### config.mk
export PLATFORM = sky130hd
export DESIGN_NAME = spi_reset_supervisor_flat
export DESIGN_NICKNAME = d
export VERILOG_FILES = /design/src/rtl/spi_reset_supervisor_if.sv /design/src/rtl/spi_reset_supervisor.sv /design/src/flat_wrapper.sv
export SDC_FILE = /design/constraint.sdc
export NUM_CORES = 1
export LEC_CHECK = 0
export ABC_AREA = 1
export ABC_CLOCK_PERIOD_IN_PS = 2700
export CORE_AREA = 2 2 91 93
export CTS_CLUSTER_SIZE = 40
export DETAILED_ROUTE_END_ITERATION = 16
export DIE_AREA = 0 0 93 95
export SYNTH_ARGS = -nofsm -noshare
export SYNTH_HDL_FRONTEND = slang
export SYNTH_SLANG_ARGS = --single-unit
export TNS_END_PERCENT = 100
### constraint.sdc
create_clock -name clk -period 2.7 [get_ports clk]
set_input_delay 0.54 -clock clk [delete_from_list [all_inputs] [get_ports clk]]
set_output_delay 0.54 -clock clk [all_outputs]
set_load 0.05 [all_outputs]
### src/rtl/spi_reset_supervisor_if.sv
// Bus bundle for spi_reset_supervisor: reset requests and SPI lines in, supervised
// system reset, SPI realign pulse and status out.
interface spi_reset_supervisor_if #(
    parameter int N_SRC = 2
);
    logic [N_SRC-1:0] rst_req;
    logic             spi_clk;
    logic             spi_cs;
    logic             reset;
    logic             spi_reset;
    logic             bit_cnt_zero;
    logic [7:0]       abort_cnt;
    logic [7:0]       dbg;

    modport master (
        output rst_req, spi_clk, spi_cs,
        input  reset, spi_reset, bit_cnt_zero, abort_cnt, dbg
    );

    modport slave (
        input  rst_req, spi_clk, spi_cs,
        output reset, spi_reset, bit_cnt_zero, abort_cnt, dbg
    );
endinterface

### src/rtl/spi_reset_supervisor.sv
// Merges async reset requests into a stretched synchronous reset and pulses spi_reset
// when an SPI frame is aborted. Define SPI_TIMEOUT_EN to also abort on a stalled sclk.
module spi_reset_supervisor #(
    parameter int N_SRC       = 2,
    parameter int STRETCH     = 32,
    parameter int FRAME_LEN   = 168,
    parameter int SPI_RST_CYC = 4,
    parameter int TIMEOUT     = 1024
) (
    input  logic                  clk,
    input  logic                  reset_n,
    spi_reset_supervisor_if.slave bus
);
    localparam int SW = $clog2(STRETCH + 1);
    localparam int BW = $clog2(FRAME_LEN);
    localparam int PW = (SPI_RST_CYC > 1) ? $clog2(SPI_RST_CYC) : 1;
    localparam logic [SW-1:0] STRETCH_END = SW'(STRETCH);
    localparam logic [BW-1:0] BIT_LAST    = BW'(FRAME_LEN - 1);
    localparam logic [PW-1:0] PULSE_LAST  = PW'(SPI_RST_CYC - 1);

    typedef enum logic [1:0] {IDLE, ACTIVE, ABORT, WAIT_CS} state_t;

    logic [N_SRC-1:0] req_s1, req_s2;
    logic [SW-1:0]    stretch_cnt, stretch_nxt;
    logic             reset_r;
    logic             sclk_s1, sclk_s2, sclk_s3;
    logic             cs_s1, cs_s2, cs_s3;
    logic             sclk_rise, cs_fall, cs_rise, count_en;
    logic [BW-1:0]    bit_cnt, bit_nxt;
    logic [PW-1:0]    pulse_cnt;
    logic [7:0]       abort_cnt;
    logic             spi_reset_r, spi_reset_d, abort_entry;
    logic             timeout_hit;
    state_t           state, state_nxt;

    always_ff @(posedge clk or negedge reset_n) begin
        if (!reset_n) begin
            req_s1 <= '0;
            req_s2 <= '0;
        end else begin
            req_s1 <= bus.rst_req;
            req_s2 <= req_s1;
        end
    end

    // Any synced request restarts the stretch; the counter parks at STRETCH once done.
    always_comb begin
        stretch_nxt = stretch_cnt;
        if (|req_s2)
            stretch_nxt = '0;
        else if (stretch_cnt < STRETCH_END)
            stretch_nxt = stretch_cnt + 1'b1;
    end

    always_ff @(posedge clk or negedge reset_n) begin
        if (!reset_n) begin
            stretch_cnt <= '0;
            reset_r     <= 1'b1;
        end else begin
            stretch_cnt <= stretch_nxt;
            reset_r     <= (stretch_nxt < STRETCH_END);
        end
    end

    // Chip-select flops preset high so an idle bus never looks like a frame start.
    always_ff @(posedge clk or negedge reset_n) begin
        if (!reset_n) begin
            sclk_s1 <= 1'b0;
            sclk_s2 <= 1'b0;
            sclk_s3 <= 1'b0;
            cs_s1   <= 1'b1;
            cs_s2   <= 1'b1;
            cs_s3   <= 1'b1;
        end else begin
            sclk_s1 <= bus.spi_clk;
            sclk_s2 <= sclk_s1;
            sclk_s3 <= sclk_s2;
            cs_s1   <= bus.spi_cs;
            cs_s2   <= cs_s1;
            cs_s3   <= cs_s2;
        end
    end

    assign sclk_rise = sclk_s2 && !sclk_s3;
    assign cs_fall   = !cs_s2 && cs_s3;
    assign cs_rise   = cs_s2 && !cs_s3;

    // An edge coinciding with CS release still counts (cs was low last cycle).
    assign count_en = sclk_rise && !reset_r && (!cs_s2 || !cs_s3) &&
                      ((state == ACTIVE) || ((state == IDLE) && cs_fall));

    always_comb begin
        bit_nxt = bit_cnt;
        if (count_en)
            bit_nxt = (bit_cnt == BIT_LAST) ? '0 : bit_cnt + 1'b1;
    end

`ifdef SPI_TIMEOUT_EN
    localparam int IW = $clog2(TIMEOUT + 1);
    localparam logic [IW-1:0] IDLE_LAST = IW'(TIMEOUT - 1);

    logic [IW-1:0] idle_cnt;
    logic          idle_run;

    assign idle_run    = (state == ACTIVE) && (bit_cnt != '0) && !count_en && !reset_r;
    assign timeout_hit = idle_run && (idle_cnt == IDLE_LAST);

    always_ff @(posedge clk or negedge reset_n) begin
        if (!reset_n)
            idle_cnt <= '0;
        else if (idle_run)
            idle_cnt <= idle_cnt + 1'b1;
        else
            idle_cnt <= '0;
    end
`else
    // TIMEOUT is only meaningful when the idle counter is built.
    if (TIMEOUT < 1) begin : g_timeout_unused
    end
    assign timeout_hit = 1'b0;
`endif

    always_ff @(posedge clk or negedge reset_n) begin
        if (!reset_n)
            state <= IDLE;
        else
            state <= state_nxt;
    end

    always_comb begin
        state_nxt = state;
        if (reset_r) begin
            state_nxt = IDLE;
        end else begin
            case (state)
                IDLE:    if (cs_fall) state_nxt = ACTIVE;
                ACTIVE: begin
                    if (cs_rise)
                        state_nxt = (bit_nxt == '0) ? IDLE : ABORT;
                    else if (timeout_hit)
                        state_nxt = ABORT;
                end
                ABORT:   if (pulse_cnt == PULSE_LAST) state_nxt = cs_s2 ? IDLE : WAIT_CS;
                WAIT_CS: if (cs_s2) state_nxt = IDLE;
                default: state_nxt = IDLE;
            endcase
        end
    end

    always_comb begin
        spi_reset_d = (state_nxt == ABORT);
        abort_entry = (state_nxt == ABORT) && (state != ABORT);
    end

    always_ff @(posedge clk or negedge reset_n) begin
        if (!reset_n) begin
            bit_cnt     <= '0;
            pulse_cnt   <= '0;
            abort_cnt   <= '0;
            spi_reset_r <= 1'b0;
        end else begin
            spi_reset_r <= spi_reset_d;
            if (reset_r || abort_entry)
                bit_cnt <= '0;
            else
                bit_cnt <= bit_nxt;
            if (abort_entry)
                pulse_cnt <= '0;
            else if (state == ABORT)
                pulse_cnt <= pulse_cnt + 1'b1;
            if (abort_entry && (abort_cnt != 8'hFF))
                abort_cnt <= abort_cnt + 8'd1;
        end
    end

    assign bus.reset        = reset_r;
    assign bus.spi_reset    = spi_reset_r;
    assign bus.bit_cnt_zero = (bit_cnt == '0);
    assign bus.abort_cnt    = abort_cnt;
    assign bus.dbg          = {3'b000, timeout_hit, (state == ABORT), cs_s2, (bit_cnt == '0), reset_r};
endmodule
### src/flat_wrapper.sv
// flat-port wrapper written by rule: the top's interface ports become plain ports
module spi_reset_supervisor_flat 
#(
    parameter int N_SRC       = 2,
    parameter int STRETCH     = 32,
    parameter int FRAME_LEN   = 168,
    parameter int SPI_RST_CYC = 4,
    parameter int TIMEOUT     = 1024
)
  (clk, reset_n, bus_rst_req, bus_spi_clk, bus_spi_cs, bus_reset, bus_spi_reset, bus_bit_cnt_zero, bus_abort_cnt, bus_dbg);
  spi_reset_supervisor_if #(.N_SRC(N_SRC)) bus_i ();
  input  logic clk;
  input  logic reset_n;
  input wire logic [$bits(bus_i.rst_req)-1:0] bus_rst_req;
  input wire logic [$bits(bus_i.spi_clk)-1:0] bus_spi_clk;
  input wire logic [$bits(bus_i.spi_cs)-1:0] bus_spi_cs;
  output wire logic [$bits(bus_i.reset)-1:0] bus_reset;
  output wire logic [$bits(bus_i.spi_reset)-1:0] bus_spi_reset;
  output wire logic [$bits(bus_i.bit_cnt_zero)-1:0] bus_bit_cnt_zero;
  output wire logic [$bits(bus_i.abort_cnt)-1:0] bus_abort_cnt;
  output wire logic [$bits(bus_i.dbg)-1:0] bus_dbg;
  assign bus_i.rst_req = bus_rst_req;
  assign bus_i.spi_clk = bus_spi_clk;
  assign bus_i.spi_cs = bus_spi_cs;
  assign bus_reset = bus_i.reset;
  assign bus_spi_reset = bus_i.spi_reset;
  assign bus_bit_cnt_zero = bus_i.bit_cnt_zero;
  assign bus_abort_cnt = bus_i.abort_cnt;
  assign bus_dbg = bus_i.dbg;
  spi_reset_supervisor #(.N_SRC(N_SRC), .STRETCH(STRETCH), .FRAME_LEN(FRAME_LEN), .SPI_RST_CYC(SPI_RST_CYC), .TIMEOUT(TIMEOUT)) u_core (.clk(clk), .reset_n(reset_n), .bus(bus_i));
endmodule
==> run metrics, run 1 <==
combinational family with the most area after synthesis simple AND/OR/NAND/NOR gates; largest clock skew in the final design 0.003536 ns; data required time at the worst endpoint between 2 and 2.5 ns; switching power summed over all nets about 0.00024 W; Net count, final roughly 280; final wirelength between 3 and 4 mm; post-CTS setup buffers 0; clock tree root buffer cell clkbuf_8; Overflow after GRT 0; Synth Area in XOR/XNOR approximately 2.5%; core region area 0.007928 mm2; number of hold violations in the final report 0; sink count of the clock tree 38; Reg2Reg Depth 15; Buffers on Ports 20; count of buffer and inverter cells on the critical path 1; multiplexer share of the synthesized area 0%; crit-path max cell delay slightly above 0.8 ns; iteration count of the initial detailed-routing pass 4; post-detailed-route via-to-cell ratio around 4.2; run status finished clean; share of post-route cells with drive strength above 1 between 10% and 20%; worst slack, placed 0.6540 ns; min Tclk post-route 2.244 ns; number of violations of the max-capacitance limit 0; setup slack, reg-to-reg 0.64 ns; post-detailed-route DRC marker count 0; detailed router's first-iteration violation count 39; Die Footprint 0.008835 mm2; Netlist cell types 32; synthesis warning total 0; instance count on the critical path 1; adder and majority gate portion of the synthesized area under 10%; layout overhead on the synthesized area 19.58%; post-route setup TNS 0 ns; Antenna diodes 0; crit path to bus_dbg[2]; top achievable clock speed 445.6 MHz; cell with the largest stage delay on the worst path clkdlybuf4s50_1; data arrival time of the critical path 1.70 ns; worst slew pin tran between 0.8 and 0.9 ns; Relative slew margins between 40% and 50%; hold-fix buffer count after cts 0; Final Wtd Congestion between 0.8 and 0.9; critical path start-end classification register to output pin; Critical path origin u_core.cs_s2; Starting Density 26.12%; die boundary height between 90 and 100 um; number of filler cells placed in the layout a little under 900; clock insertion delay at the later pin of the skew report just under 0.3 ns; post-cts gate resize count 0; Worst Setup Start Kind register; overall fraction of global-route tracks in use roughly 9.2%; cell area after synthesis around 0.0021 mm2; sum of net half-perimeters after detailed placement roughly 2.8 mm; number of buffers on the longest clock path 2; fraction of the mapped netlist area in simple logic gates 31.18%; library cell with the largest summed area after synthesis dfrtp_1; LEAKAGE roughly 1.2 nW; number of antenna violations at the first check in global routing 0; largest fanout on the critical path 7; WL per Instance 9.950 um; leading post-synthesis cells by cell area dfrtp_1 41%, nand2_1 8.7%, nor2_1 6.2%; CP cell instances clkdlybuf4s50_1; detailed-route via count 1590; Reg2Reg Launch Point u_core.cs_s3; flip-flop and latch count after synthesis 38; Boundary Pins 25; pin count of the biggest net entering global routing 39; post-route non-filler standard cell count around 380; setup ws final ~0.46 ns; Clk network pwr share between 40% and 50%; site row count 33; average cell area after synthesis roughly 8.4 um2; Mapped Cells ~250; Cell Pwr Density 447.8 mW/mm2; sequential cell fraction of total power a little over half; CTS tree built; post-synthesis compound-gate area fraction 7.372%; Num CTS Buffers 5; vias in the first global route ~1500; capturing element type of the critical path output pin; Final Util 31.23%; switching share of total power 22.02%; first-pass GRT wire length about 6.4 mm; final setup violation count 0; part of the Yosys area used for sequential elements 46.16%; Internal Dissipation between 0.0008 and 0.0009 W; maximum VDD drop 0.2907 mV; min-delay worst type primary input to async pin; chip width ~93 um; Placed Cells approximately 370; CTS clock-pin slew for the worst setup and hold paths around 0.08 ns; H-tree level count 2; Top Family by Delay on Critical Path buffers and inverters; area share of the largest cell type after synthesis 41.09%; Logic pwr share under 10%; endpoint of the worst register-to-register path u_core.bus.abort_cnt[0]; max-slew violation count 0; total chip power 0.001109 W; setup repair after global routing missed its margin false; remaining number of nets flagged by the antenna check after routing 0; portion of the clock cycle consumed by the worst path in the final layout 83.12%
==> area by class of cell <==
| cell class | count | area [um2] | share of cell area [%] |
|---|---|---|---|
| clock inverters | 3 | 45.04 | 1.819 |
| inverters | 37 | 145.1 | 5.862 |
| well taps | 105 | 131.4 | 5.306 |
| repair buffers | 21 | 195.2 | 7.883 |
| multi-input cells | 168 | 934.6 | 37.75 |
| clock buffers | 5 | 68.82 | 2.779 |
| flip-flops and latches | 38 | 955.9 | 38.61 |
==> Yosys cell counts, drive strengths merged <==
cell type and count:
o21bai 8, and2 1, o21ai 9, dfrtp 34, nand4 3, xor2 6
ha 5, conb 1, nand3 22, dfstp 4, inv 35, nor2 38
nor3 3, nor4 2, buf 7, nand2 59, a21oi 7, o221ai 1
clkinv 2
==> layer usage <==
layer / GRT usage [%] / vias to the layer above / routed length (um)
met1: 10.16 / 742 / 1681
met5: 0 / - / 0
li1: - / 820 / -
met3: 2.713 / 6 / 122
met4: 3.676 / 0 / 63
met2: 16.61 / 22 / 1883
==> how the worst min path moves through the flow <==
stage | from | end | slack [ns]
2_1_floorplan | reset_n | u_core.bit_cnt[0] | 0.24
3_3_place_gp | u_core.req_s1[1] | u_core.req_s2[1] | 0.33
3_5_place_dp | u_core.sclk_s1 | u_core.sclk_s2 | 0.34
4_1_cts | u_core.sclk_s1 | u_core.sclk_s2 | 0.36
5_1_grt | u_core.cs_s1 | u_core.cs_s2 | 0.37
6_report | reset_n | u_core.bus.abort_cnt[0] | 0.34
==> worst register-to-register path: stages (launching register included) <==
cell	delay, ns
dfstp_2	0.53
inv_1	0.05
nor2_1	0.12
nand2_2	0.09
nand2_4	0.09
nand2_4	0.09
inv_6	0.09
nand3_1	0.10
nand3_1	0.10
nor2_1	0.05
nand2_1	0.07
nand2_2	0.06
nand2_4	0.08
nand4_4	0.15
o21bai_1	0.18
nand2_1	0.08
==> layout by cell type, fill, tap and decap left out, types with 2 or more instances in the layout <==
master           netlist  final
xor2_1                 6      6
nor3_1                 3      3
nand3_2                2      2
ha_1                   5      5
inv_1                 32     32
nand2_2                7      7
a21oi_1                7      7
inv_2                  2      2
nand2_1               48     48
clkdlybuf4s50_1        0     16
o21ai_0                7      7
clkbuf_8               0      5
nand4_1                2      2
buf_4                  7      4
clkinvlp_4             0      2
dfstp_2                4      4
conb_1                 1      4
dfrtp_1               34     34
nor2_1                34     34
o21bai_1               8      8
nand2_4                4      4
nand3_1               19     19
nor2_4                 2      2
==> power groups by stage <==
stage	clock [W]	sequential (W)	combinational [W]
after detailed placement	0	0.000595	0.0000467
after global routing	0.000527	0.000585	0.0000503
final	0.000479	0.000584	0.0000454
after CTS	0.000501	0.000584	0.0000467
after floorplan	0	0.000594	0.0000310
after global placement	0	0.000595	0.0000463
==> sequential cells by signal, indices dropped and copies added, names as in the netlist, 2 cells and up <==
| signal | count |
|---|---|
| u_core.bit_cnt | 8 |
| u_core.bus.abort_cnt | 8 |
| u_core.req_s1 | 2 |
| u_core.state | 2 |
| u_core.stretch_cnt | 6 |
| u_core.pulse_cnt | 2 |
| u_core.req_s2 | 2 |
==> per-stage QoR <==
stage	hold WS [ns]	instance area (um2)
6_report	0.3424	2476
5_1_grt	0.3683	2476
4_1_cts	0.3598	2476
3_5_place_dp	0.3405	2362
3_3_place_gp	0.3328	2362
2_1_floorplan	0.2444	2088
==> logic make-up after synthesis <==
family / after synthesis
DFF: 38
buffers and inverters: 44
adders and majority gates: 5
other: 1
xor gates and xnor gates: 6
AOI/OAI and AO/OA: 25
and+or+nand+nor: 128
Power figures use the tool's default switching activity.
==> run 2, diff against run 1 <==
--- a/config.mk
+++ b/config.mk
@@ -6,7 +6,7 @@
 export NUM_CORES = 1
 export LEC_CHECK = 0
 export ABC_AREA = 1
-export ABC_CLOCK_PERIOD_IN_PS = 2700
+export ABC_CLOCK_PERIOD_IN_PS = 2000
 export CORE_AREA = 2 2 91 93
 export CTS_CLUSTER_SIZE = 40
 export DETAILED_ROUTE_END_ITERATION = 16
==> constraint.sdc (replaced) <==
create_clock -name clk -period 2 [get_ports clk]
set_input_delay 0.4 -clock clk [delete_from_list [all_inputs] [get_ports clk]]
set_output_delay 0.4 -clock clk [all_outputs]
set_load 0.05 [all_outputs]
==> run 2 against run 1 <==
The run now ends with setup timing left. Via count up 7.5%. Sequential cell count unchanged. Worst hold slack worse by 0.19 ns. Combinational power up 56%. Core utilization up 3.4 points. Design area up 11%. Global-route usage up 1.3 points. Critical path type is now register to register. Die area unchanged. Critical path depth up 15. Sequential power up 35%. Total power up 27%.
==> run metrics, run 2 (synthesized netlist as in run 1, its figures left out) <==
maximum VDD drop roughly 0.36 mV; number of antenna violations at the first check in global routing 0; final wirelength roughly 4.2 mm; layout overhead on the synthesized area 32.57%; Overflow after GRT 0; CTS tree built; detailed-route via count between 1500 and 2000; overall fraction of global-route tracks in use 10.51%; vias in the first global route between 1500 and 2000; iteration count of the initial detailed-routing pass 4; number of buffers on the longest clock path 2; post-route non-filler standard cell count between 300 and 400; top achievable clock speed between 400 and 500 MHz; worst slew pin tran between 0.4 and 0.5 ns; clock insertion delay at the later pin of the skew report ~0.29 ns; sequential cell fraction of total power around 56%; critical path start-end classification register to register; Buffers on Ports 20; largest fanout on the critical path 8; Final Wtd Congestion about 0.84; number of violations of the max-capacitance limit 0; Net count, final around 300; hold-fix buffer count after cts 0; LEAKAGE around 1.3 nW; CTS clock-pin slew for the worst setup and hold paths roughly 0.070 ns; WL per Instance around 11 um; portion of the clock cycle consumed by the worst path in the final layout 100.1%; post-detailed-route DRC marker count 0; top flop regs u_core.bit_cnt x8, u_core.bus.abort_cnt x8, u_core.stretch_cnt x6; setup repair after global routing missed its margin true; violations in the final reports setup timing; Die Footprint 0.008835 mm2; Worst Setup Start Kind register; sum of net half-perimeters after detailed placement approximately 3 mm; min-delay worst type primary input to async pin; switching power summed over all nets approximately 0.00033 W; commonest cells after routing, fill and taps aside 44 x nand2_1, 32 x dfrtp_1, 30 x nor2_1; min Tclk post-route approximately 2.0 ns; die boundary height 95 um; Relative slew margins between 60% and 70%; Cell Pwr Density just over 500 mW/mm2; data required time at the worst endpoint ~2.2 ns; capturing element type of the critical path register; remaining number of nets flagged by the antenna check after routing 0; core region area ~0.0079 mm2; Logic pwr share about 5%; Antenna diodes 0; clock tree root buffer cell clkbuf_8; chip width about 93 um; data arrival time of the critical path 2.23 ns; H-tree level count 2; sink count of the clock tree 38; pin count of the biggest net entering global routing 39; switching share of total power between 20% and 30%; first-pass GRT wire length 7.362 mm; most common library cell in the layout ignoring fill and taps nand2_1; Num CTS Buffers 5; Reg2Reg Launch Point u_core.cs_s3; Critical path origin u_core.cs_s3; Clk network pwr share between 30 and 40%; Internal Dissipation roughly 0.0011 W; final setup violation count 1; number of hold violations in the final report 0; run status finished, violations left; Starting Density roughly a quarter; post-detailed-route via-to-cell ratio ~4.3; site row count 33; share of post-route cells with drive strength above 1 between 30% and 40%; largest clock skew in the final design about 0.0022 ns; detailed router's first-iteration violation count 48; post-route setup TNS -0.002038 ns; max-slew violation count 0; Placed Cells 375; setup ws final -0.002038 ns; Boundary Pins 25
==> run 2: what timing repair did <==
| action | in CTS | in global routing |
|---|---|---|
| cloned | 1 | 0 |
| pin swaps | 3 | 1 |
| setup endpoints to repair | 13 | 21 |
| resized for setup | 11 | 17 |
| setup buffers | 8 | 7 |
==> run 2: layer usage <==
| metal | share of wire (%) | track usage, % | up-vias |
|---|---|---|---|
| met1 | 43 | 12.10 | 808 |
| li1 | - | - | 871 |
| met2 | 52 | 18.66 | 26 |
| met4 | 1.4 | 4.534 | 0 |
| met5 | 0 | 0 | - |
| met3 | 3.1 | 2.474 | 5 |
==> run 2: path summary, 6_finish.rpt <==
check / end / slack, ns / cells past startpoint
setup / recovery: u_core.bus.spi_reset / -0.002 / 16
hold / removal: u_core.bus.abort_cnt[2] / 0.15 / 2
max in group asynchronous: u_core.bit_cnt[2] / 1.49 / 2
setup reg to reg: u_core.bus.spi_reset / -0.002 / 16
hold reg to reg: u_core.req_s2[1] / 0.35 / 0
min in group clk: u_core.req_s2[1] / 0.35 / 0
==> run 2: worst max-delay path, stage by stage (launching register included) <==
cell	delay, ns
dfstp_2	0.54
inv_2	0.04
nor2_2	0.08
nand2_2	0.08
nand2_4	0.10
nand2_8	0.09
clkinv_8	0.07
nand4_1	0.11
nand3_1	0.10
nor2_1	0.04
nand2_1	0.06
nand2_2	0.06
nand2_4	0.11
nand3_4	0.12
buf_4	0.17
buf_4	0.12
inv_1	0.06
==> run 2: layout make-up <==
class	instances	area (um2)
fillers	825	5182
multi-input cells	169	1028
flip-flops and latches	38	958.4
repair buffers	42	379.1
inverters	37	152.6
well taps	105	131.4
clock buffers	6	82.58
clock inverters	2	12.51
==> run 2: per-stage QoR <==
stage               power [W]  area [um2]  hold slack (ns)  util [%]  setup slack [ns]
detailed placement  0.0008690        2441           0.3356     30.79          -0.02719
CTS                  0.001433        2650           0.1667     33.43         -0.005440
global route         0.001472        2745           0.2031     34.63           -0.1820
floorplan           0.0008438        2100           0.1044         -          -0.03113
global placement    0.0008679        2441           0.3330     30.79           0.01600
finish               0.001409        2745           0.1541     34.63         -0.002038
==> run 2: power groups by stage <==
| stage | Clock (W) | Combinational (W) | Sequential (W) |
|---|---|---|---|
| finish | 0.000550 | 0.0000708 | 0.000789 |
| global route | 0.000603 | 0.0000794 | 0.000790 |
| CTS | 0.000575 | 0.0000696 | 0.000789 |
| detailed placement | 0 | 0.0000659 | 0.000803 |
| global placement | 0 | 0.0000651 | 0.000803 |
| floorplan | 0 | 0.0000418 | 0.000802 |
